===== config.mk =====
export PLATFORM = sky130hd
export DESIGN_NAME = clk_div_monitor_flat
export DESIGN_NICKNAME = d
export VERILOG_FILES = /design/src/rtl/clk_div_monitor_if.sv /design/src/rtl/clk_div_monitor.sv /design/src/flat_wrapper.sv
export SDC_FILE = /design/constraint.sdc
export NUM_CORES = 1
export LEC_CHECK = 0
export CORE_MARGIN = 10
export CORE_UTILIZATION = 60
export CTS_BUF_LIST = sky130_fd_sc_hd__clkbuf_4 sky130_fd_sc_hd__clkbuf_8
export DETAILED_ROUTE_END_ITERATION = 16
export PLACE_DENSITY = 0.85
export SYNTH_ARGS = -nofsm -noshare
export SYNTH_HDL_FRONTEND = slang
export SYNTH_SLANG_ARGS = --single-unit

===== constraint.sdc =====
create_clock -name i_clk -period 6.51 [get_ports i_clk]
set_input_delay 1.302 -clock i_clk [delete_from_list [all_inputs] [get_ports i_clk]]
set_output_delay 1.302 -clock i_clk [all_outputs]
set_load 0.02 [all_outputs]

===== src/rtl/clk_div_monitor_if.sv =====
// Bus bundle between a divided-clock source/bench and clk_div_monitor.
// Pure wiring: no logic, no added latency.
// No flow control: the monitor observes the divided clock every cycle and never stalls.
interface clk_div_monitor_if #(
    parameter int WIDTH = 8
);
    logic             i_div_clk;
    logic [WIDTH-1:0] i_ratio;
    logic             i_clr_err;
    logic [WIDTH-1:0] o_high;
    logic [WIDTH-1:0] o_low;
    logic [WIDTH-1:0] o_period;
    logic             o_valid;
    logic             o_locked;
    logic             o_err;
    logic [7:0]       o_err_cnt;
    logic             o_cfg_err;

    // Driver side: supplies the clock under test and config, reads results
    modport master (
        output i_div_clk, i_ratio, i_clr_err,
        input  o_high, o_low, o_period, o_valid, o_locked, o_err, o_err_cnt, o_cfg_err
    );

    // Monitor side
    modport slave (
        input  i_div_clk, i_ratio, i_clr_err,
        output o_high, o_low, o_period, o_valid, o_locked, o_err, o_err_cnt, o_cfg_err
    );
endinterface


===== src/rtl/clk_div_monitor.sv =====
// Measures high/low/period of a divided clock synchronous to i_clk and checks it against i_ratio.
// Results appear one cycle after the rising sample that closes a period; all outputs registered.
// No backpressure: o_valid is a single-cycle pulse that the consumer must capture when it is seen.
module clk_div_monitor #(
    parameter int WIDTH    = 8,
    parameter int LOCK_CNT = 4
) (
    input  logic                 i_clk,
    input  logic                 i_rst,
    clk_div_monitor_if.slave     bus
);
    localparam int GW = $clog2(LOCK_CNT + 1);
    localparam logic [GW-1:0]    LOCK_V = GW'(LOCK_CNT);
    localparam logic [WIDTH-1:0] MAXM1  = {{(WIDTH-1){1'b1}}, 1'b0};
    localparam logic [WIDTH-1:0] ONE    = WIDTH'(1);
    localparam logic [WIDTH-1:0] TWO    = WIDTH'(2);

    typedef enum logic [1:0] {
        IDLE = 2'd0,
        HIGH = 2'd1,
        LOW  = 2'd2
    } state_t;

    state_t           state_q;
    logic             div_q;
    logic [WIDTH-1:0] hcnt_q;
    logic [WIDTH-1:0] lcnt_q;
    logic [WIDTH-1:0] ratio_q;
    logic [WIDTH-1:0] high_q;
    logic [WIDTH-1:0] low_q;
    logic [WIDTH-1:0] period_q;
    logic             valid_q;
    logic             locked_q;
    logic             err_q;
    logic             cfg_q;
    logic [7:0]       err_cnt_q;
    logic [GW-1:0]    good_q;

    logic             rise_d;
    logic             fall_d;
    logic             cfg_bad_d;
    logic             cfg_entry_d;
    logic             ratio_chg_d;
    logic             active_d;
    logic [WIDTH:0]   sum_d;
    logic [WIDTH-1:0] diff_d;
    logic             bal_ok_d;
    logic             good_d;
    logic             close_d;
    logic             timeout_d;
    logic             bad_d;
    logic             err_evt_d;
    logic [GW-1:0]    good_next_d;

    // Edge detection, period evaluation and error-event qualification
    always_comb begin
        rise_d      = bus.i_div_clk & ~div_q;
        fall_d      = ~bus.i_div_clk & div_q;
        cfg_bad_d   = (bus.i_ratio < TWO);
        cfg_entry_d = cfg_bad_d & ~cfg_q;
        ratio_chg_d = (bus.i_ratio != ratio_q);
        // Bad config or a ratio change pre-empts all measurement this cycle
        active_d    = ~cfg_bad_d & ~ratio_chg_d;
        // One extra bit so a wrapping sum never masquerades as a match
        sum_d       = {1'b0, hcnt_q} + {1'b0, lcnt_q};
        diff_d      = (hcnt_q >= lcnt_q) ? (hcnt_q - lcnt_q) : (lcnt_q - hcnt_q);
        bal_ok_d    = bus.i_ratio[0] ? (diff_d <= ONE) : (diff_d == '0);
        good_d      = (sum_d == {1'b0, bus.i_ratio}) && bal_ok_d;
        close_d     = active_d && (state_q == LOW) && rise_d;
        // Abort when the running count would reach the all-ones value
        timeout_d   = active_d &&
                      (((state_q == HIGH) && !fall_d && (hcnt_q == MAXM1)) ||
                       ((state_q == LOW)  && !rise_d && (lcnt_q == MAXM1)));
        bad_d       = close_d && !good_d;
        err_evt_d   = bad_d || timeout_d || cfg_entry_d;
        good_next_d = (good_q < LOCK_V) ? (good_q + 1'b1) : good_q;
    end

    // Measurement FSM plus all registered status; reset and error take priority over clears
    always_ff @(posedge i_clk) begin
        if (i_rst) begin
            state_q   <= IDLE;
            div_q     <= 1'b0;
            hcnt_q    <= '0;
            lcnt_q    <= '0;
            ratio_q   <= '0;
            high_q    <= '0;
            low_q     <= '0;
            period_q  <= '0;
            valid_q   <= 1'b0;
            locked_q  <= 1'b0;
            err_q     <= 1'b0;
            cfg_q     <= 1'b0;
            err_cnt_q <= '0;
            good_q    <= '0;
        end else begin
            div_q   <= bus.i_div_clk;
            ratio_q <= bus.i_ratio;
            cfg_q   <= cfg_bad_d;
            valid_q <= close_d;

            if (close_d) begin
                high_q   <= hcnt_q;
                low_q    <= lcnt_q;
                period_q <= hcnt_q + lcnt_q;
            end

            // A new error in the same cycle as a clear restarts the count at one
            if (err_evt_d) begin
                err_q     <= 1'b1;
                err_cnt_q <= bus.i_clr_err ? 8'd1 :
                             ((err_cnt_q != 8'hFF) ? (err_cnt_q + 8'd1) : err_cnt_q);
            end else if (bus.i_clr_err) begin
                err_q     <= 1'b0;
                err_cnt_q <= '0;
            end

            if (cfg_bad_d || ratio_chg_d || timeout_d || bad_d) begin
                good_q   <= '0;
                locked_q <= 1'b0;
            end else if (close_d) begin
                good_q <= good_next_d;
                if (good_next_d == LOCK_V) begin
                    locked_q <= 1'b1;
                end
            end

            if (!active_d) begin
                state_q <= IDLE;
            end else begin
                case (state_q)
                    IDLE: begin
                        // First rise after IDLE only starts a period
                        if (rise_d) begin
                            state_q <= HIGH;
                            hcnt_q  <= ONE;
                        end
                    end
                    HIGH: begin
                        if (fall_d) begin
                            state_q <= LOW;
                            lcnt_q  <= ONE;
                        end else if (timeout_d) begin
                            state_q <= IDLE;
                        end else begin
                            hcnt_q <= hcnt_q + 1'b1;
                        end
                    end
                    LOW: begin
                        if (rise_d) begin
                            state_q <= HIGH;
                            hcnt_q  <= ONE;
                        end else if (timeout_d) begin
                            state_q <= IDLE;
                        end else begin
                            lcnt_q <= lcnt_q + 1'b1;
                        end
                    end
                    default: state_q <= IDLE;
                endcase
            end
        end
    end

    assign bus.o_high    = high_q;
    assign bus.o_low     = low_q;
    assign bus.o_period  = period_q;
    assign bus.o_valid   = valid_q;
    assign bus.o_locked  = locked_q;
    assign bus.o_err     = err_q;
    assign bus.o_err_cnt = err_cnt_q;
    assign bus.o_cfg_err = cfg_q;
endmodule


===== src/flat_wrapper.sv =====
// flat-port wrapper written by rule: the top's interface ports become plain ports
module clk_div_monitor_flat 
#(
    parameter int WIDTH    = 8,
    parameter int LOCK_CNT = 4
)
  (i_clk, i_rst, bus_i_div_clk, bus_i_ratio, bus_i_clr_err, bus_o_high, bus_o_low, bus_o_period, bus_o_valid, bus_o_locked, bus_o_err, bus_o_err_cnt, bus_o_cfg_err);
  clk_div_monitor_if #(.WIDTH(WIDTH)) bus_i ();
  input  logic i_clk;
  input  logic i_rst;
  input wire logic [$bits(bus_i.i_div_clk)-1:0] bus_i_div_clk;
  input wire logic [$bits(bus_i.i_ratio)-1:0] bus_i_ratio;
  input wire logic [$bits(bus_i.i_clr_err)-1:0] bus_i_clr_err;
  output wire logic [$bits(bus_i.o_high)-1:0] bus_o_high;
  output wire logic [$bits(bus_i.o_low)-1:0] bus_o_low;
  output wire logic [$bits(bus_i.o_period)-1:0] bus_o_period;
  output wire logic [$bits(bus_i.o_valid)-1:0] bus_o_valid;
  output wire logic [$bits(bus_i.o_locked)-1:0] bus_o_locked;
  output wire logic [$bits(bus_i.o_err)-1:0] bus_o_err;
  output wire logic [$bits(bus_i.o_err_cnt)-1:0] bus_o_err_cnt;
  output wire logic [$bits(bus_i.o_cfg_err)-1:0] bus_o_cfg_err;
  assign bus_i.i_div_clk = bus_i_div_clk;
  assign bus_i.i_ratio = bus_i_ratio;
  assign bus_i.i_clr_err = bus_i_clr_err;
  assign bus_o_high = bus_i.o_high;
  assign bus_o_low = bus_i.o_low;
  assign bus_o_period = bus_i.o_period;
  assign bus_o_valid = bus_i.o_valid;
  assign bus_o_locked = bus_i.o_locked;
  assign bus_o_err = bus_i.o_err;
  assign bus_o_err_cnt = bus_i.o_err_cnt;
  assign bus_o_cfg_err = bus_i.o_cfg_err;
  clk_div_monitor #(.WIDTH(WIDTH), .LOCK_CNT(LOCK_CNT)) u_core (.i_clk(i_clk), .i_rst(i_rst), .bus(bus_i));
endmodule

==> flow_summary.json, run 1 <==
{
  "overflow": 0,
  "synth_xor_area_share_pct": 7.68,
  "rows": 30,
  "period_needed_ns": 4.15,
  "wl_met1_mm": 4.42,
  "clk_latency_ns": 0.35,
  "max_slew.worst_pin.slew_ns": 0.854,
  "ys_types": 58,
  "n_antenna_cell": 0,
  "ctsResizeCount": 0,
  "root_buffer": "clkbuf_8",
  "timing.final.crit_share_pct": 63.8,
  "peakVddDrop_mv": 0.121,
  "dr.pass1.iters": 5,
  "fmax_mhz": 241,
  "synth_edf_count": 0,
  "post_drt_wl_per_cell_um": 16.7,
  "hold_viol": 0,
  "wl_mm": 10.6,
  "final_cell_mix": "dfxtp_1 (66), nand2_1 (62), nor2_1 (48)",
  "ys_async_sr_fraction_pct": 0,
  "path_class": "in -> reg",
  "post-route-util_pct": 71.4,
  "final_common_cell": "dfxtp_1",
  "grt_util_all_layers_pct": 20.1,
  "wl_met2_mm": 5.19,
  "rsz0062_at_grt": "no",
  "cts_tree": "yes",
  "drive_above_1_share_pct": 6.12,
  "synth_fa_ha_area_share_pct": 10.3,
  "nets": 595,
  "io_buffers": 47,
  "netlist_instances": 512,
  "status": "finished, final reports clean",
  "cp-end-kind": "flop",
  "synth_compound_area_share_pct": 17.8,
  "relSlewSlack_pct": 43.0,
  "clk_pin_slew_ns": 0.08,
  "drc": 0,
  "grt_pass1_vias": 3581,
  "slew_viol_final": 0,
  "drt_iter0_drc": 221,
  "hold_path_class": "reg -> reg",
  "seq_area_frac_synth_pct": 32.2,
  "coreArea_um2": 6720,
  "antenna_found_initial": 0,
  "grt_pass1_wl_mm": 17.0,
  "cap_violations": 0,
  "cp.arrival_ns": 4.42,
  "synth_nets": 556,
  "die_area_um2": 10600,
  "yosys_warnings": 0,
  "crit_fanout": 23,
  "yosys_most_used_dff": "dfxtp_1",
  "start_util_pct": 61.1,
  "routed.top_layer": "met4",
  "p_leak_nw": 1.76,
  "via_per_inst": 6.00,
  "synth_top_family_by_area": "simple AND/OR/NAND/NOR gates",
  "multi_input_area_um2": 2580,
  "gp_congestion": 0.929,
  "synthMuxAreaShare_pct": 0.731,
  "skew_ns": 0.0101,
  "area_growth_pct": 16.8,
  "avgSynthCellArea_um2": 8.02,
  "ys_ff_latch": 66,
  "seqCellArea_um2": 1320,
  "fin_setup_tns_ns": 0,
  "clock_sinks": 66,
  "p_per_area_nw_per_um2": 165,
  "post_cts_buffers": 0,
  "syn_area_um2": 4110,
  "hpwl_mm": 7.72,
  "ant_nets": 0,
  "fillCellCount": 529,
  "h-tree-depth": 3,
  "io_pins": 48,
  "cts_made_buffers": 9,
  "cp-start-kind": "input pin",
  "dieWidth_um": 103,
  "met3_length_um": 698,
  "cts.path.max_buffers": 2,
  "postCtsHoldBufs": 0,
  "power_w": 0.000790,
  "vias": 3818,
  "chipHeight_um": 103,
  "synthSimpleGateAreaFrac_pct": 26.1,
  "setup_violations": 0,
  "worstPathRequired_ns": 6.78,
  "grt_max_degree": 46
}
## metal layers
| metal | vias to the layer above | track usage (%) |
|---|---|---|
| met5 | - | 0 |
| met4 | 0 | 8.77 |
| met3 | 27 | 4.42 |
| met2 | 125 | 34.1 |
| met1 | 1814 | 23.7 |
| li1 | 1852 | - |
## final cells by class
cell class	instances	area share, %
repair buffers	49	10.1
well taps	80	2.09
flip-flops and latches	66	27.6
clock buffers	9	2.58
multi-input cells	395	53.7
clock inverters	7	1.59
inverters	30	2.35
## path summary, 6_finish.rpt
kind / slack (ns) / end / startpoint / cells past startpoint
worst max-delay path: 2.36 / u_core.bus.o_err_cnt[1]$_SDFFE_PP0P_ / bus_i_ratio[7] / 8
worst min-delay path: 0.46 / u_core.bus.o_high[0]$_SDFFE_PP0P_ / u_core.bus.o_high[0]$_SDFFE_PP0P_ / 2
worst max register to register: 2.84 / u_core.good_q[1]$_SDFFE_PP0P_ / u_core.lcnt_q[5]$_SDFFE_PP0P_ / 10
worst min register to register: 0.46 / u_core.bus.o_high[0]$_SDFFE_PP0P_ / u_core.bus.o_high[0]$_SDFFE_PP0P_ / 2
## kinds of logic after synthesis
family,count (synthesis)
and+or+nand+nor,216
AOI/OAI and AO/OA,108
DFF,66
buffers and inverters,51
xor gates and xnor gates,36
adders and majority gates,32
muxes,3
## Yosys cell counts (2+ instances only)
master / instances / area, µm²
a211oi_1: 10 / 75.1
nand2_1: 62 / 233
a211o_1: 3 / 26.3
or2_2: 5 / 31.3
a2111oi_0: 2 / 17.5
o21ai_1: 2 / 10.0
nor4b_1: 2 / 17.5
o31ai_1: 2 / 15.0
a21oi_1: 47 / 235
and3_1: 9 / 56.3
and2_1: 3 / 18.8
o2111ai_1: 2 / 17.5
o21ai_0: 8 / 40.0
o311ai_0: 3 / 26.3
a31o_2: 2 / 17.5
o2111a_1: 2 / 22.5
a21o_1: 4 / 30.0
nor2b_1: 17 / 106
or3_1: 7 / 43.8
nand4_1: 16 / 100
nor3_1: 15 / 75.1
mux2i_1: 3 / 30.0
o21a_1: 3 / 22.5
dfxtp_1: 66 / 1320
buf_2: 6 / 30.0
nand3_1: 9 / 45.0
nor2_1: 48 / 180
o21bai_1: 2 / 15.0
ha_1: 29 / 363
a31o_1: 2 / 17.5
xnor2_1: 23 / 201
nand2b_1: 8 / 50.1
inv_1: 29 / 109
buf_4: 2 / 15.0
fa_1: 3 / 60.1
o211ai_1: 5 / 37.5
nor4_1: 4 / 25.0
nand3b_1: 4 / 30.0
clkbuf_1: 12 / 45.0
xor2_1: 13 / 114
## report_power, final
group | switching (W) | internal [W] | total (W)
sequential | 0.00000160 | 0.000406 | 0.000408
clock | 0.000170 | 0.000179 | 0.000350
combinational | 0.0000179 | 0.0000142 | 0.0000321
total | 0.000190 | 0.000600 | 0.000790
## state kept, by name (all words and copies together), names as in the netlist
name and count:
u_core.bus.o_err_cnt 8, u_core.bus.o_high 8, u_core.bus.o_low 8, u_core.bus.o_period 8
u_core.hcnt_q 8, u_core.lcnt_q 8, u_core.ratio_q 8, u_core.good_q 3
u_core.state_q 2, u_core.bus.o_cfg_err 1, u_core.bus.o_err 1, u_core.bus.o_locked 1
u_core.bus.o_valid 1, u_core.div_q 1
## critical path, cell delays in order
cell and delay (ns):
clkdlybuf4s50_1 0.48, xor2_1 0.19, nor4_1 0.28, nand3_1 0.26, or3_1 0.80, o21ai_2 0.58
and2_1 0.28, mux2i_1 0.24
## metrics by stage
stage / setup slack [ns] / cells / hold WS [ns] / area [µm²]
floorplan: 3.33 / 512 / 0.466 / 4110
global placement: 2.19 / 620 / 0.445 / 4600
detailed placement: 2.04 / 620 / 0.447 / 4600
CTS: 2.31 / 636 / 0.459 / 4800
global route: 2.15 / 636 / 0.472 / 4800
finish: 2.36 / 636 / 0.457 / 4800
Power figures use the tool's default switching activity.
==> run 2, diff against run 1 <==
Settings changed: CORE_UTILIZATION 60 to 53, PLACE_DENSITY 0.85 to 0.79.
Clock period 6.51 ns to 3.5 ns, I/O delays scaled along.
==> run 2 against run 1 <==
Final cell count up 6.9%. Critical path type is now reg -> reg. Sequential cell count unchanged. Via count up 0.84%. Worst hold slack better by 0.0017 ns. Clock skew down 0.0021 ns. Core utilization down 5.6 points. Non-clock buffer count up 22. Cell area up 4.9%.
==> flow_summary.json, run 2 (synthesized netlist as in run 1, its figures left out) <==
{
  "slew_viol_final": 0,
  "cp-start-kind": "flop",
  "cp_slowest_cell": "a2111oi_4",
  "wl_mm": 10.8,
  "dieWidth_um": 108,
  "nets": 617,
  "p_leak_nw": 1.89,
  "area_growth_pct": 22.5,
  "hpwl_mm": 8.25,
  "cap_violations": 0,
  "final_cell_mix": "dfxtp_1 (65), nand2_1 (62), nor2_1 (48)",
  "hold_path_class": "reg -> reg",
  "hold_viol": 0,
  "cp-endpoint": "u_core.bus.o_err_cnt[0]$_SDFFE_PP0P_",
  "postCtsHoldBufs": 0,
  "drc": 0,
  "worstReg2RegEnd": "u_core.bus.o_err_cnt[0]$_SDFFE_PP0P_",
  "r2r_start": "u_core.lcnt_q[1]$_SDFFE_PP0P_",
  "chipHeight_um": 108,
  "cts_tree": "yes",
  "grt_max_degree": 45,
  "fin_ws_ns": 0.159,
  "cts.path.max_buffers": 2,
  "timing.final.crit_share_pct": 95.5,
  "h-tree-depth": 3,
  "root_buffer": "clkbuf_8",
  "post_drt_wl_per_cell_um": 15.9,
  "p_per_area_nw_per_um2": 297,
  "ant_nets": 0,
  "drive_above_1_share_pct": 10.7,
  "rsz0062_at_grt": "no",
  "io_pins": 48,
  "cts_made_buffers": 9,
  "period_needed_ns": 3.34,
  "path_class": "reg -> reg",
  "fmax_mhz": 299,
  "drt_iter0_drc": 146,
  "io_buffers": 47,
  "skew_ns": 0.00797,
  "dp_slack_ns": -0.00753,
  "grt_pass1_wl_mm": 17.5,
  "status": "finished, final reports clean",
  "critPathTopFamily": "compound AO/OA/AOI/OAI gates",
  "hp-start": "u_core.bus.o_low[5]$_SDFFE_PP0P_",
  "clk_pin_slew_ns": 0.08,
  "via_per_inst": 5.66,
  "reg2reg_depth": 11,
  "fin_cells": 680,
  "max_slew.worst_pin.slew_ns": 0.461,
  "vias": 3850,
  "clock_sinks": 66,
  "placed_cells": 664,
  "r2r_setup_slack_ns": 0.16,
  "cp.arrival_ns": 3.61,
  "clk_latency_ns": 0.35,
  "relSlewSlack_pct": 69.0,
  "cp-startpoint": "u_core.lcnt_q[1]$_SDFFE_PP0P_",
  "start_util_pct": 53.7,
  "final_common_cell": "dfxtp_1",
  "slowest_delay_ns": 0.50,
  "overflow": 0,
  "path_cells": "inv_1, ha_1, nand2b_1, a21oi_1, o2111a_1, or3_1, a211o_1, a2111oi_4, o21ai_4, and2_1, o41ai_2",
  "cp-end-kind": "flop",
  "dr.pass1.iters": 5,
  "worstPathRequired_ns": 3.77,
  "n_antenna_cell": 0,
  "peakVddDrop_mv": 0.311,
  "crit_fanout": 13,
  "cp_num_cells": 11,
  "grt_util_all_layers_pct": 18.3,
  "rows": 32,
  "gp_congestion": 0.949,
  "coreArea_um2": 7650,
  "grt_pass1_vias": 3658,
  "antenna_found_initial": 0,
  "die_area_um2": 11700,
  "setup_violations": 0,
  "critPathBufInv": 1
}
-- run 2: changes by cell type in the layout (fill, tap and decap cells not counted), sizes merged --
cell / change
buf: +22
inv: -2
clkbuf: +3
clkinv: -1
-- run 2: worst min-delay path by stage --
stage	end	depth (start not counted)
6_report	u_core.bus.o_low[5]$_SDFFE_PP0P_	2
5_1_grt	u_core.bus.o_high[3]$_SDFFE_PP0P_	2
4_1_cts	u_core.bus.o_high[4]$_SDFFE_PP0P_	2
3_5_place_dp	u_core.bus.o_high[4]$_SDFFE_PP0P_	2
3_3_place_gp	u_core.bus.o_high[0]$_SDFFE_PP0P_	2
2_1_floorplan	u_core.bus.o_low[4]$_SDFFE_PP0P_	2
-- run 2: tightest hold or removal path, delay by kind of cell (launching register included) --
family	cells	cell delay, ns
AO/OA/AOI/OAI	1	0.05
flip-flops	1	0.31
AND/OR/NAND/NOR	1	0.05
-- run 2: layout make-up --
class	instances	area (µm²)
Timing Repair Buffer	71	651
Multi-Input combinational cell	395	2610
Fill cell	648	2620
Clock inverter	4	50.0
Tap cell	102	128
Inverter	30	113
Sequential cell	66	1320
Clock buffer	12	159
-- run 2: repair_timing --
item                                    4_1_cts  5_1_grt
cloned                                        0        0
buffers inserted                              0        0
resized for setup                             1        7
endpoints found under the setup margin        4       12
-- run 2: per-layer routing --
metal | GRT usage (%) | vias up | part of all wire [%]
li1 | - | 1906 | -
met1 | 22.1 | 1816 | 43
met2 | 30.0 | 104 | 48
met3 | 5.00 | 24 | 6.6
met4 | 7.06 | 0 | 2.5
met5 | 0 | - | 0
-- run 2: stage by stage --
step / TNS, ns / util (%) / cell area, µm² / total power [W] / hold WS [ns]
after floorplan: 0 / - / 4110 / 0.000810 / 0.466
after global placement: 0 / 62.6 / 4790 / 0.000835 / 0.446
after detailed placement: -0.00753 / 62.6 / 4790 / 0.000836 / 0.448
after CTS: 0 / 65.4 / 5000 / 0.00150 / 0.462
after global routing: 0 / 65.8 / 5030 / 0.00154 / 0.476
final: 0 / 65.8 / 5030 / 0.00149 / 0.458
-- run 2: power breakdown --
part / internal [W] / switching, W
combinational: 0.0000274 / 0.0000337
clock: 0.000375 / 0.000300
sequential: 0.000756 / 0.00000259
total: 0.00116 / 0.000336
